[src/rtl/cp0_ctrl.sv]
// -----------------------------------------------------------------------------
// cp0_ctrl -- MIPS-style coprocessor 0 for a five-stage pipeline.
//
// Holds SR (12), Cause (13), EPC (14) and PRId (15). It decides in the M stage
// whether an interrupt or a synchronous exception is taken, and then records
// the cause and the return address.
//
// Parameters
//   PRID        value read back from PRId (reg 15)
//   HANDLER_PC  exception entry address, driven on HandlerPC
//
// Ports
//   clk          clock; all state changes on the rising edge
//   reset        synchronous, active-high
//   A1           read register number (mfc0)
//   A2           write register number (mtc0)
//   DIn          mtc0 write data
//   WE           mtc0 write enable (M stage)
//   EXLClr       eret in M stage; clears SR.EXL
//   M_PC         PC of the M-stage instruction
//   M_DelaySlot  the M-stage instruction sits in a branch delay slot
//   M_EXCCode    M-stage exception code, 0 = none
//   HWInt        level-sensitive external interrupt lines
//   Req          exception/interrupt taken this cycle (pipeline flush)
//   HandlerPC    constant HANDLER_PC
//   EPCOut       return address for eret (forwards a same-cycle mtc0 EPC)
//   DOut         read data for register A1
// -----------------------------------------------------------------------------
module cp0_ctrl #(
  parameter logic [31:0] PRID       = 32'h2021_0601,
  parameter logic [31:0] HANDLER_PC = 32'h0000_4180
) (
  input  logic        clk,
  input  logic        reset,
  input  logic [4:0]  A1,
  input  logic [4:0]  A2,
  input  logic [31:0] DIn,
  input  logic        WE,
  input  logic        EXLClr,
  input  logic [31:0] M_PC,
  input  logic        M_DelaySlot,
  input  logic [4:0]  M_EXCCode,
  input  logic [5:0]  HWInt,
  output logic        Req,
  output logic [31:0] HandlerPC,
  output logic [31:0] EPCOut,
  output logic [31:0] DOut
);

  localparam logic [4:0] REG_SR    = 5'd12;
  localparam logic [4:0] REG_CAUSE = 5'd13;
  localparam logic [4:0] REG_EPC   = 5'd14;
  localparam logic [4:0] REG_PRID  = 5'd15;

  // SR fields
  logic [5:0]  im_q, im_d;
  logic        exl_q, exl_d;
  logic        ie_q, ie_d;
  // Cause fields
  logic        bd_q, bd_d;
  logic [5:0]  ip_q, ip_d;
  logic [4:0]  exc_code_q, exc_code_d;
  // EPC
  logic [31:0] epc_q, epc_d;

  logic        int_req;
  logic        exc_req;
  logic        take;
  logic [31:0] epc_src;
  logic [31:0] sr_word;
  logic [31:0] cause_word;

  assign sr_word    = {16'd0, im_q, 8'd0, exl_q, ie_q};
  assign cause_word = {bd_q, 15'd0, ip_q, 3'd0, exc_code_q, 2'd0};

  // EXL masks everything: no nested exceptions while in the handler.
  assign int_req = (|(HWInt & im_q)) & ie_q & ~exl_q;
  assign exc_req = (M_EXCCode != 5'd0) & ~exl_q;
  assign take    = int_req | exc_req;

  // Reset beats everything, so the flush request is suppressed during reset.
  assign Req       = take & ~reset;
  assign HandlerPC = HANDLER_PC;

  // A delay-slot instruction restarts at its branch, one word earlier.
  assign epc_src = M_DelaySlot ? (M_PC - 32'd4) : M_PC;

  // Forward a same-cycle mtc0 EPC so an eret right behind it sees the new value.
  assign EPCOut = (WE && (A2 == REG_EPC)) ? {DIn[31:2], 2'b00} : epc_q;

  always_comb begin
    case (A1)
      REG_SR:    DOut = sr_word;
      REG_CAUSE: DOut = cause_word;
      REG_EPC:   DOut = epc_q;
      REG_PRID:  DOut = PRID;
      default:   DOut = 32'd0;
    endcase
  end

  // NOTE: every _d gets a default of its _q first, so no path leaves a
  // variable unassigned and no latch is inferred.
  always_comb begin
    im_d       = im_q;
    exl_d      = exl_q;
    ie_d       = ie_q;
    bd_d       = bd_q;
    exc_code_d = exc_code_q;
    epc_d      = epc_q;
    ip_d       = HWInt;  // pending lines are sampled every cycle

    if (take) begin
      // Taking the exception overrides any mtc0 or eret in the same cycle.
      exl_d      = 1'b1;
      bd_d       = M_DelaySlot;
      exc_code_d = int_req ? 5'd0 : M_EXCCode;
      epc_d      = {epc_src[31:2], 2'b00};
    end else begin
      if (WE && (A2 == REG_SR)) begin
        im_d  = DIn[15:10];
        exl_d = DIn[1];
        ie_d  = DIn[0];
      end
      if (WE && (A2 == REG_EPC)) begin
        epc_d = {DIn[31:2], 2'b00};
      end
      // Placed after the SR write so an eret paired with mtc0 SR ends with EXL=0.
      if (EXLClr) begin
        exl_d = 1'b0;
      end
    end
  end

  // NOTE: state registers use non-blocking assignments so every flop samples
  // the pre-edge values, independent of statement order.
  always_ff @(posedge clk) begin
    if (reset) begin
      im_q       <= '0;
      exl_q      <= 1'b0;
      ie_q       <= 1'b0;
      bd_q       <= 1'b0;
      ip_q       <= '0;
      exc_code_q <= '0;
      epc_q      <= '0;
    end else begin
      im_q       <= im_d;
      exl_q      <= exl_d;
      ie_q       <= ie_d;
      bd_q       <= bd_d;
      ip_q       <= ip_d;
      exc_code_q <= exc_code_d;
      epc_q      <= epc_d;
    end
  end

endmodule

[config.mk]
export PLATFORM = sky130hd
export DESIGN_NAME = cp0_ctrl
export DESIGN_NICKNAME = d
export VERILOG_FILES = /design/src/rtl/cp0_ctrl.sv
export SDC_FILE = /design/constraint.sdc
export NUM_CORES = 1
export LEC_CHECK = 0
export CORE_UTILIZATION = 43
export CTS_CLUSTER_SIZE = 10
export DETAILED_ROUTE_END_ITERATION = 16
export HOLD_SLACK_MARGIN = 0.12
export PLACE_DENSITY = 0.88
export SYNTH_ARGS = -nofsm -noshare
export SYNTH_HDL_FRONTEND = slang
export SYNTH_SLANG_ARGS = --single-unit
export TNS_END_PERCENT = 5
[constraint.sdc]
create_clock -name clk -period 4.3 [get_ports clk]
set_clock_uncertainty 0.2 [all_clocks]
set_input_delay 0.43 -clock clk [delete_from_list [all_inputs] [get_ports clk]]
set_output_delay 0.43 -clock clk [all_outputs]
set_load 0.02 [all_outputs]
### After elaboration in Yosys (flattened, before gate mapping)

Index checks and enable logic that the tools add are counted.

* input bits: 90
* bits in registers: 52
* word-level logic and storage cells: 39
* output and inout bits: 97

* multiplexer cells: 8
* bitwise operators: 9
* $add $sub $neg: 1
* equal/unequal tests: 6
* reductions and logical operators: 7

Operator list (number)
* 32-bit case mux with 4 select lines: 1
* 32-bit 2-to-1 mux: 3
* 32-bit by 3-bit subtractor with 32-bit output (second input constant): 1
* 5-bit by 4-bit equality test with 1-bit output (second input constant): 6
* 6-bit bitwise AND: 1
* 6-bit OR reduction: 1
* 5-bit 2-to-1 mux: 1
* 5-bit nonzero test: 1
* 1-bit bitwise AND: 4
* 1-bit 2-to-1 mux: 3
* 1-bit inverter: 3
* 3-bit nonzero test: 1
* 1-bit logical AND: 2
* 2-bit AND reduction: 1
* 2-bit OR reduction: 1
* 1-bit OR: 1

### Logic depth before layout (Yosys ltp)

Gate-level depths: netlist of run 1.

* word-level depth: 7
* gate-level depth with buffers: 7

### Worst setup path before layout of run 1

OpenSTA, ideal clock, no wires.

* kind: in2out
* from: input port A1[0]
* to: output port DOut[11]
* buffers on the path: 2
* arrival: 1.737 ns
* required time: 3.670 ns
* path slack: 1.933 ns
* stages: 5
* cell sequence: clkbuf_1 -> nor3_1 -> clkbuf_1 -> a22oi_1 -> o21ai_0

* word-level cells in the longest chain between the ends: 2
* elaborated cells between the ends (all ways): 5

Ends and longest elaborated chain
* from (decl): RTL line 35 `input logic [4:0] A1,`
* 5-bit by 4-bit equality test with 1-bit output: RTL line 92 `case (A1)`
* 32-bit case mux with 4 select lines (*): RTL line 92
* to (decl): RTL line 47 `output logic [31:0] DOut`

Every way passes the cells marked *; elsewhere a longest branch is shown, timed or not.

### Worst setup path in the final report of run 1

* from: input port A1[0]
* to: output port DOut[12]

Same word-level chain as after synthesis.

==> results of run 1 <==
==> worst max path at each step <==
stage	startpoint	end	slack (ns)	cells after the start
6_report	A1[0]	DOut[12]	0.78	7
5_1_grt	A1[0]	DOut[12]	0.59	7
4_1_cts	A1[0]	DOut[12]	0.77	7
3_5_place_dp	A1[0]	DOut[13]	0.79	7
3_3_place_gp	A1[0]	DOut[31]	0.82	6
2_1_floorplan	A1[0]	DOut[11]	1.93	5
==> cell families (layout without fill, tap and decap cells) <==
family	count (synthesis)	after routing	synth area share
DFF	52	52	0.3028
xor gates and xnor gates	27	27	0.06878
and+or+nand+nor	115	115	0.2205
muxes	39	39	0.1245
AOI/OAI and AO/OA	68	68	0.1674
other	2	32	0.002184
buffers and inverters	57	170	0.1103
adders and majority gates	1	1	0.003638
==> metal layers <==
layer / track usage / vias to the layer above
met1: 0.2536 / 1531
met4: 0.08862 / 0
li1: - / 1543
met2: 0.4499 / 131
met3: 0.05695 / 22
met5: 0 / -
==> placed cells by master (no fill, tap or decap), types with 3 or more instances in the layout <==
cell             instances
nor2b_1                  6
a22o_1                  43
mux2i_1                  9
o211a_1                  4
nor3_1                  11
a22oi_1                  9
nor2_1                  22
nor4_1                   7
nand2_1                 17
dfxtp_1                 52
xnor2_1                  3
xor2_1                  24
nor4_4                   3
buf_4                    5
inv_1                    4
o21ai_0                  5
and3_1                  16
clkdlybuf4s50_1        152
nor4_2                   4
conb_1                  32
or3_1                    3
o31ai_1                  3
and2_1                   3
mux2_2                  30
nor3_2                   4
clkbuf_8                 5
==> layout make-up <==
class                   instances  area, sq um
multi-input cells             282         2141
inverters                       5        20.02
fillers                       642         2728
well taps                     102        127.6
repair buffers                157         1559
flip-flops and latches         52         1041
clock buffers                   5        68.82
clock inverters                 3        42.54
==> state kept, by name, summed over array words and instances, names as in the netlist <==
name / flops
epc_q: 32
exl_q: 1
ip_q: 6
im_q: 6
exc_code_q: 5
ie_q: 1
bd_q: 1
==> through the flow <==
stage               hold slack [ns]  cells  cell area (sq um)  utilization
CTS                          0.2974    606               5000       0.6470
global placement             0.2642    598               4888       0.6326
global route                 0.3059    606               5000       0.6470
floorplan                    0.2431    391               3551            -
detailed placement           0.2697    598               4888       0.6326
finish                       0.2951    606               5000       0.6470
==> where the power goes <==
part           leakage, nW  internal [mW]  total, mW  switching [mW]
Clock               0.0541          0.173      0.342           0.169
Sequential           0.429          0.518      0.537          0.0190
Combinational         1.54          0.187      0.372           0.185
==> critical path, stage by stage <==
cell             delay, ns
clkdlybuf4s50_1       0.62
nor3_2                0.25
buf_4                 0.29
and2_1                0.45
nand2_1               0.09
o21ai_0               0.11
clkdlybuf4s50_1       0.65
==> reports/summary.txt, run 1 <==
RSZ-0062 raised after global routing - false
largest net degree at the start of global routing - 39
CTS tree - yes
Yosys reg bits - 52
WL final - 10250 microns
kind of critical path - input port to output pin
register area share after synthesis - 0.3028
Mapped Avg Cell Area - 9.524 sq um
R2R cell count - 7
Critical Path RT - 3.67 ns
crit path DAT - 2.89 ns
Root Buffer Master - clkbuf_8
# nets final - 594
final setup fails - 0
top post-synthesis cells by count - dfxtp_1 (52), a22o_1 (43), buf_4 (32)
top cell type's share of synthesized area - 0.3028
hold depth - 1
TritonCTS buffer count - 5
ys async rst share - 0
Diodes inserted - 0
Startpoint Class - input port
post-layout minimum cycle time - 3.515 ns
post-DP HPWL - 7727 microns
Ys Warns - 0
M1 WL - 3966 microns
# hold bufs at CTS - 0
final antenna-violating net count - 0
Clock transition at path regs - 0.10 ns
Worst Max-Slew Pin Slew - 0.6288 ns
WL met3 - 698 microns
Initial Util - 0.4449
GPL Wtd Cong - 0.8517
Hold Path Origin - bd_q
setup tns final - 0 ns
HP Class - flip-flop to flip-flop
GRT overflow - 0
layout cells sized above 1 - 0.1310
CTS resizes - 0
worst hold endpoint - bd_q
Clock Latency Late Sink - 0.30 ns
Leak Pwr - 2.024 nW
clock sinks - 52
highest metal used - met4
Critical Path Fanout Max - 21
period utilization - 0.8175
leading area contributor after synthesis - dfxtp_1
Max Root-Sink Buffers - 2
Post-synth EDFFs - 0
H-tree levels - 2
drt pass-1 iters - 4
Post-CTS Setup Bufs - 0
area grow syn2layout - 45.41%
first-pass GRT wire length - 15670 microns
antenna violations before repair - 0
r2r setup slk - 2.19 ns
maximum vdd drop - 0.0001426 V
PnR Total Power - 1.251 mW
prevailing post-synth register cell - dfxtp_1
DRT iter0 DRCs - 92
Post-Synthesis Cell Area - 3438 sq um
Total GRT Usage - 0.2384
RR Endpoint - bd_q
die width - 91.42 microns
R2R Path Start - im_q[2]
most common cell in the netlist - dfxtp_1
P per Cell Area - 250.2 nW/um^2
DRC violations left - 0
number of max-cap violations - 0
routed vias - 3227
Highest Clock Rate - 0.2845 GHz
# rows - 32
Die Area - 8358 sq um
via/cell ratio - 5.325
wire per inst - 16.91 microns
Yosys cell types - 46
pre-CTS WS - 0.7940 ns
Core Area - 7727 sq um
status - completed
largest cells by area after synthesis - dfxtp_1 (30%), a22o_1 (11%), mux2_2 (9.8%)
final hold vios - 0
cells after synthesis - 361
Worst Setup End Kind - output pin
setup ws final - 0.7848 ns
relative slew slack - 0.5795
DIE HEIGHT - 91.42 microns
met2 WL post-DR - 5316 microns
Final Max Tran Viols - 0
IO Count - 187
vias in the first global route - 3190
port bufs - 152
No activity file was read; power rests on OpenSTA's default activity.
==> run 2: changes to the inputs <==
--- a/config.mk
+++ b/config.mk
@@ -5,11 +5,11 @@
 export SDC_FILE = /design/constraint.sdc
 export NUM_CORES = 1
 export LEC_CHECK = 0
-export CORE_UTILIZATION = 43
+export CORE_UTILIZATION = 40
 export CTS_CLUSTER_SIZE = 10
 export DETAILED_ROUTE_END_ITERATION = 16
 export HOLD_SLACK_MARGIN = 0.12
-export PLACE_DENSITY = 0.88
+export PLACE_DENSITY = 0.82
 export SYNTH_ARGS = -nofsm -noshare
 export SYNTH_HDL_FRONTEND = slang
 export SYNTH_SLANG_ARGS = --single-unit
==> constraint.sdc (replaced) <==
create_clock -name clk -period 3.7 [get_ports clk]
set_clock_uncertainty 0.2 [all_clocks]
set_input_delay 0.37 -clock clk [delete_from_list [all_inputs] [get_ports clk]]
set_output_delay 0.37 -clock clk [all_outputs]
set_load 0.02 [all_outputs]
==> run 2 against run 1 <==
Critical endpoint unchanged. Sequential cell count is the same. Largest power group unchanged. Sequential power up 16%. Non-clock buffer count up 2. Worst hold slack lost 0.0050 ns. Register-to-register slack got worse by 0.62 ns. Critical path depth fell by 1. Cell count rose by 0.83%.
==> reports/summary.txt, run 2 (synthesized netlist as in run 1, its figures left out) <==
# rows - 33 (+3.1%)
Clock transition at path regs - 0.10 ns (about the same)
Crit path largest cell delay - 0.64 ns (about the same)
GPL Wtd Cong - 0.8433 (-0.99%)
Initial Util - 0.4164 (-0.02858)
drt pass-1 iters - 4 (unchanged)
die width - 94.72 microns (+3.6%)
final antenna-violating net count - 0 (unchanged)
Root Buffer Master - clkbuf_8
commonest non-fill, non-tap cell in the layout - clkdlybuf4s50_1
Int Power - 1.022 mW (+16%)
number of max-cap violations - 0 (unchanged)
period utilization - 0.8546
Sw Pwr - 0.4314 mW (+16%)
first-pass GRT wire length - 15810 microns (+0.88%)
CTS resizes - 0 (unchanged)
GRT overflow - 0 (unchanged)
Final Max Tran Viols - 0 (unchanged)
wire per inst - 16.77 microns (-0.79%)
via/cell ratio - 5.200 (-2.4%)
IO Count - 187 (unchanged)
DIE HEIGHT - 94.72 microns (+3.6%)
layout cells sized above 1 - 0.1324 (+0.001459)
routed vias - 3177 (-1.5%)
Leak Pwr - 2.035 nW (+0.55%)
Core Area - 8258 sq um (+6.9%)
final cell count without fillers - 611 (+0.83%)
Diodes inserted - 0 (unchanged)
Clock Latency Late Sink - 0.30 ns (about the same)
Slowest-stage cell, CP - clkdlybuf4s50_1
antenna violations before repair - 0 (unchanged)
final hold vios - 0 (unchanged)
post-layout minimum cycle time - 3.162 ns
final setup fails - 0 (unchanged)
largest net degree at the start of global routing - 39 (unchanged)
Total GRT Usage - 0.2262 (-0.01220)
CTS tree - yes
# hold bufs at CTS - 0 (unchanged)
Highest Clock Rate - 0.3163 GHz
post-DP HPWL - 7862 microns (+1.7%)
clock sinks - 52 (unchanged)
Startpoint Class - input port
Clock power frac - 0.272 (about the same)
Critical Path Fanout Max - 20 (-4.8%)
Reg with most FFs - epc_q
biggest regs - epc_q: 32 flops, im_q: 6 flops, ip_q: 6 flops
H-tree levels - 2 (unchanged)
RSZ-0062 raised after global routing - false
fillers - 745 (+16%)
Reg power frac - 0.429 (about the same)
sequential cell area - 1041 sq um (unchanged)
Worst Setup End Kind - output pin
placed cell count - 603 (+0.84%)
DRC violations left - 0 (unchanged)
switch share - 0.2969 (-0.001564)
area grow syn2layout - 45.85%
vias in the first global route - 3249 (+1.8%)
WL final - 10250 microns (about the same)
Die Area - 8971 sq um (+7.3%)
combinational share of power - 0.299 (about the same)
most frequent cells in the layout - clkdlybuf4s50_1 (152), dfxtp_1 (52), a22o_1 (43), conb_1 (32), mux2_2 (30)
most frequent cell on the critical path - clkdlybuf4s50_1
TritonCTS buffer count - 5 (unchanged)
multi-input logic area - 2141 sq um (unchanged)
Design Area, Final - 5015 sq um (+0.30%)
setup tns final - 0 ns (unchanged)
HP Class - flip-flop to flip-flop
Worst Max-Slew Pin Slew - 0.5333 ns (-0.09546 ns)
Post-CTS Setup Bufs - 0 (unchanged)
worst path cell trace - clkdlybuf4s50_1 > nor3_2 > buf_4 > a22oi_1 > o21ai_0 > clkdlybuf4s50_1
crit path DAT - 2.59 ns (-0.30 ns)
DRT iter0 DRCs - 92 (unchanged)
P per Cell Area - 289.8 nW/um^2 (+16%)
relative slew slack - 0.6437 (+0.06418)
maximum vdd drop - 0.0001386 V (-2.8%)
max reg flops - 32 (unchanged)
dpl cell area - 4907 sq um (+0.38%)
# nets final - 596 (+0.34%)
kind of critical path - input port to output pin
status - completed
Critical Path RT - 3.13 ns (-0.54 ns)
port bufs - 152 (unchanged)
Max Root-Sink Buffers - 2 (unchanged)
==> run 2: cell types whose count changed in the layout (fill, tap and decap cells not counted), sizes merged <==
cell      change
buf           +2
clkbuf        +1
clkinvlp      -1
==> run 2: layer usage <==
layer,part of all wire,global-route usage,up-vias
met5,0,0,-
met4,0.026,0.08081,0
met3,0.058,0.03865,18
met2,0.49,0.4095,118
met1,0.42,0.2655,1498
li1,-,-,1543
==> run 2: critical path: cells and delay by family <==
kind	cells	cell delay (ns)
AND/OR/NAND/NOR	1	0.29
buffers and inverters	3	1.56
AO/OA/AOI/OAI	2	0.36
==> run 2: area by class of cell <==
type,count,share of cell area
inverter,5,0.003992
timing repair buffer,159,0.3139
tap,105,0.02620
clock buffer,6,0.01447
sequential,52,0.2076
clock inverter,2,0.006986
multi-input combinational,282,0.4269
==> run 2: power groups by stage <==
stage	registers [mW]	clock network, mW	logic, mW
3_5_place_dp	0.636	0	0.433
3_3_place_gp	0.634	0	0.427
5_1_grt	0.629	0.420	0.464
2_1_floorplan	0.628	0	0.252
4_1_cts	0.624	0.405	0.435
6_report	0.624	0.395	0.434
==> run 2: metrics by stage <==
stage	power (mW)	hold WS, ns	setup slack, ns	util
global placement	1.061	0.2652	0.5982	0.5942
detailed placement	1.069	0.2667	0.5553	0.5942
finish	1.453	0.2901	0.5380	0.6073
global route	1.512	0.3123	0.3916	0.6073
floorplan	0.8798	0.2416	1.453	-
CTS	1.464	0.2895	0.5485	0.6073
==> run 2: final timing paths <==
kind           start         to  slack, ns  depth (start not counted)
max            A1[0]   DOut[12]       0.54                          6
min             bd_q       bd_q       0.29                          1
max reg2reg  im_q[2]  epc_q[23]       1.57                          7
min reg2reg     bd_q       bd_q       0.29                          1
